### src/rtl/btn_conditioner.sv
// Push-button conditioner: input synchroniser, debounce FSM,
// press/release pulses and a wrapping 16-bit press counter.
module btn_conditioner #(
    parameter int SYNC_STAGES     = 2,
    parameter int DEBOUNCE_CYCLES = 1000000
) (
    input  logic        clk,
    input  logic        rst,
    input  logic        btn_raw,
    output logic        btn_level,
    output logic        btn_press,
    output logic        btn_release,
    output logic [15:0] press_count
);

    localparam int CNT_W = $clog2(DEBOUNCE_CYCLES + 1);
    localparam logic [CNT_W-1:0] CNT_MAX = CNT_W'(DEBOUNCE_CYCLES - 1);

    typedef enum logic [1:0] {
        IDLE_LOW,
        WAIT_HIGH,
        IDLE_HIGH,
        WAIT_LOW
    } state_t;

    logic [SYNC_STAGES-1:0] sync_q;
    logic                   s;

    state_t                 state_q;
    logic [CNT_W-1:0]       cnt_q;
    logic [CNT_W-1:0]       cnt_d;
    logic                   level_q;
    logic                   press_q;
    logic                   release_q;
    logic [15:0]            press_count_q;
    logic [15:0]            press_count_d;

    always_ff @(posedge clk or posedge rst) begin
        if (rst) begin
            sync_q <= '0;
        end else begin
            sync_q <= {sync_q[SYNC_STAGES-2:0], btn_raw};
        end
    end

    assign s             = sync_q[SYNC_STAGES-1];
    assign cnt_d         = cnt_q + 1'b1;
    assign press_count_d = press_count_q + 16'd1;

    // Any reversal of s while waiting drops back to the idle state,
    // so qualification always restarts from a zero count.
    always_ff @(posedge clk or posedge rst) begin
        if (rst) begin
            state_q       <= IDLE_LOW;
            cnt_q         <= '0;
            level_q       <= 1'b0;
            press_q       <= 1'b0;
            release_q     <= 1'b0;
            press_count_q <= 16'h0000;
        end else begin
            press_q   <= 1'b0;
            release_q <= 1'b0;
            unique case (state_q)
                IDLE_LOW: begin
                    if (s) begin
                        state_q <= WAIT_HIGH;
                        cnt_q   <= '0;
                    end
                end
                WAIT_HIGH: begin
                    if (!s) begin
                        state_q <= IDLE_LOW;
                        cnt_q   <= '0;
                    end else if (cnt_q == CNT_MAX) begin
                        state_q       <= IDLE_HIGH;
                        level_q       <= 1'b1;
                        press_q       <= 1'b1;
                        press_count_q <= press_count_d;
                    end else begin
                        cnt_q <= cnt_d;
                    end
                end
                IDLE_HIGH: begin
                    if (!s) begin
                        state_q <= WAIT_LOW;
                        cnt_q   <= '0;
                    end
                end
                WAIT_LOW: begin
                    if (s) begin
                        state_q <= IDLE_HIGH;
                        cnt_q   <= '0;
                    end else if (cnt_q == CNT_MAX) begin
                        state_q   <= IDLE_LOW;
                        level_q   <= 1'b0;
                        release_q <= 1'b1;
                    end else begin
                        cnt_q <= cnt_d;
                    end
                end
                default: begin
                    state_q <= IDLE_LOW;
                    cnt_q   <= '0;
                end
            endcase
        end
    end

    assign btn_level   = level_q;
    assign btn_press   = press_q;
    assign btn_release = release_q;
    assign press_count = press_count_q;

endmodule
### config.mk
export PLATFORM = sky130hd
export DESIGN_NAME = btn_conditioner
export DESIGN_NICKNAME = d
export VERILOG_FILES = /design/src/rtl/btn_conditioner.sv
export SDC_FILE = /design/constraint.sdc
export NUM_CORES = 1
export LEC_CHECK = 0
export CAP_MARGIN = 20
export CORE_ASPECT_RATIO = 2
export CORE_UTILIZATION = 56
export CTS_CLUSTER_DIAMETER = 60
export DETAILED_ROUTE_END_ITERATION = 12
export HOLD_SLACK_MARGIN = 0.12
export PLACE_DENSITY = 0.84
export SLEW_MARGIN = 20
export SYNTH_ARGS = -nofsm -noshare
export SYNTH_HDL_FRONTEND = slang
export SYNTH_SLANG_ARGS = --single-unit
### constraint.sdc
create_clock -name clk -period 2.7 [get_ports clk]
set_clock_uncertainty 0.1 [all_clocks]
set_input_delay 0.27 -clock clk [delete_from_list [all_inputs] [get_ports clk]]
set_output_delay 0.27 -clock clk [all_outputs]
set_load 0.05 [all_outputs]
==> flow_metrics.env <==
export IMPL_rrSetupSlack_ps=290
export IMPL_drcViolationCount=0
export IMPL_syn_num_nets=222
export IMPL_synth_avg_cell_area_um2=9.998
export IMPL_place_gp_congestion=0.8935
export IMPL_grt_max_degree=44
export IMPL_antenna_found_initial=0
export IMPL_maxSlewViolCount=0
export IMPL_setup_viol=0
export IMPL_cap_violations=0
export IMPL_fmax_mhz=415.6
export IMPL_dr_pass1_iters=4
export IMPL_leakage_nw=1.102
export IMPL_relSlewSlack=0.6444
export IMPL_start_kind="flop"
export IMPL_dp_hpwl_mm=3.307
export IMPL_cts_root_buf="clkbuf_8"
export IMPL_wl_mm=4.598
export IMPL_power_density_nw_per_um2=476.7
export IMPL_clk_insertion_delay_late_ps=290
export IMPL_cts_sinks=43
export IMPL_synth_seq_cells=43
export IMPL_tightest_slew_ps=533.4
export IMPL_cts_hold_buf=0
export IMPL_cp_required_ps=2830
export IMPL_critPathCaptureType="flop"
export IMPL_min_period_ps=2406
export IMPL_rsz0062_at_grt="no"
export IMPL_mostFrequentLayoutCell="dfrtp_1"
export IMPL_die_h_um=90.03
export IMPL_core_um2=3646
export IMPL_status="complete, no violations"
export IMPL_die_w_um=46.01
export IMPL_cts_setup_buffers=0
export IMPL_post_cts_resized=0
export IMPL_crit_end="press_count[15]"
export IMPL_via_per_inst=5.894
export IMPL_initialDrtViolationCount=66
export IMPL_ys_flop_type="dfrtp_1"
export IMPL_cp_max_fo=7
export IMPL_cts_buffers=5
export IMPL_min_from="sync_q[0]"
export IMPL_dieArea_um2=4142
export IMPL_yosysTopAreaCellShare=0.4960
export IMPL_finalHoldViolCount=0
export IMPL_finalSetupTns_ps=0
export IMPL_synthCells=217
export IMPL_synthArstFlopShare=1.000
export IMPL_utilization=0.7008
export IMPL_synth_area_leader_cell="dfrtp_1"
export IMPL_rr_worst_depth=6
export IMPL_gr_total_overflow=0
export IMPL_initial_core_util=0.5951
export IMPL_h_tree_depth=2
export IMPL_ant_nets=0
export IMPL_fin_nets=247
export IMPL_syn_area_um2=2170
export IMPL_wl_per_cell_um=15.75
export IMPL_synth_distinct_cells=39
export IMPL_pin_count=22
export IMPL_gr_usage_all_layers=0.2531
export IMPL_grt_pass1_wl_mm=7.817
export IMPL_num_antenna_cells=0
export IMPL_worstReg2RegEnd="press_count[15]"
export IMPL_io_buffer_count=21
export IMPL_clock_path_buffers=2
export IMPL_area_growth_pct=17.76
export IMPL_path_class="flop to flop"
export IMPL_cts_tree="built"
export IMPL_final_cell_mix="dfrtp_1 (43), nor2_1 (21), clkdlybuf4s50_1 (21)"
export IMPL_netlist_top_cells_area="dfrtp_1 (50%), xor2_1 (6.1%), xnor2_1 (4.0%)"
export IMPL_synth_seq_area_share=0.4960
export IMPL_fillers=297
export IMPL_rows=31
export IMPL_drive_gt1_frac=0.09877
export IMPL_vias=1721
export IMPL_cp_startpoint="cnt_q[1]"
export IMPL_r2r_start="cnt_q[1]"
export IMPL_finalCritPeriodShare=0.8911
export IMPL_synth_edff_count=0
export IMPL_peakVddDrop_v=0.0003545
export IMPL_ys_warn_count=0
export IMPL_cp_arrival_ps=2530
export IMPL_grt_pass1_vias=1749
export IMPL_hold_path_class="flop to flop"
export IMPL_clk_pin_slew_ps=80
## synth_stat cells (6+ instances only)
| library cell | instances |
|---|---|
| inv_1 | 9 |
| a21oi_1 | 6 |
| nor2_1 | 21 |
| xnor2_1 | 10 |
| clkbuf_1 | 6 |
| xor2_1 | 15 |
| nand4_1 | 6 |
| nand3_1 | 16 |
| dfrtp_1 | 43 |
| o21ai_0 | 11 |
| nand2_1 | 20 |
## kinds of logic after synthesis
| family | count (synthesis) | synth area share |
|---|---|---|
| buf+inv | 16 | 0.03114 |
| fa+ha+maj | 2 | 0.01153 |
| simple gates | 96 | 0.2555 |
| flops | 43 | 0.4960 |
| mux | 2 | 0.01038 |
| xor+xnor | 25 | 0.1009 |
| compound gates | 33 | 0.09459 |
## layout make-up
type                       instances  area (um^2)  area share
sequential                        43         1076      0.4212
multi-input combinational        158         1026      0.4016
timing repair buffer              25        240.2     0.09403
clock buffer                       6        82.58     0.03232
tap                               49        61.31     0.02400
clock inverter                     2        35.03     0.01371
inverter                           9        33.78     0.01322
## layer usage
metal,track usage,wire length (um),share of wire
met5,0,0,0
met4,0.1275,174,0.038
met3,0.05422,174,0.038
met2,0.4437,2617,0.57
met1,0.2590,1632,0.35
## sequential cells by signal, indices dropped and copies added, names as in the netlist, named ones only
signal       flops
btn_release      1
state_q          1
sync_q           2
press_count     16
btn_press        1
btn_level        1
cnt_q           20
## metrics by stage
stage                     std cells  hold slack (ps)  setup slack [ps]  area (um^2)  power [mW]
after CTS                       292            278.6             265.2         2555       1.228
after detailed placement        284            258.8             300.4         2437      0.7148
after global placement          284            243.9             382.3         2437      0.7139
final                           292            277.9             294.0         2555       1.218
after global routing            292            288.2             76.45         2555       1.257
after floorplan                 217            201.4             563.2         2170      0.6969
## power by group
part	switching, mW	internal [mW]	total (mW)	leakage, nW
logic	0.0330	0.0134	0.0464	0.448
registers	0.00801	0.648	0.656	0.593
clock network	0.216	0.299	0.515	0.0612
## worst max-delay path: stages (launching register included)
cell     delay, ps
dfrtp_1        450
ha_1           270
nand4_1        190
nor4_1         540
nand4_2        340
nor3_2         280
xor2_1         160
## worst min path at each step
stage / to / depth (start not counted)
3_5_place_dp: sync_q[1] / 0
5_1_grt: sync_q[1] / 0
3_3_place_gp: sync_q[1] / 0
4_1_cts: sync_q[1] / 0
6_report: sync_q[1] / 0
2_1_floorplan: sync_q[0] / 0
Note: power is estimated with default switching activity, not from simulation.
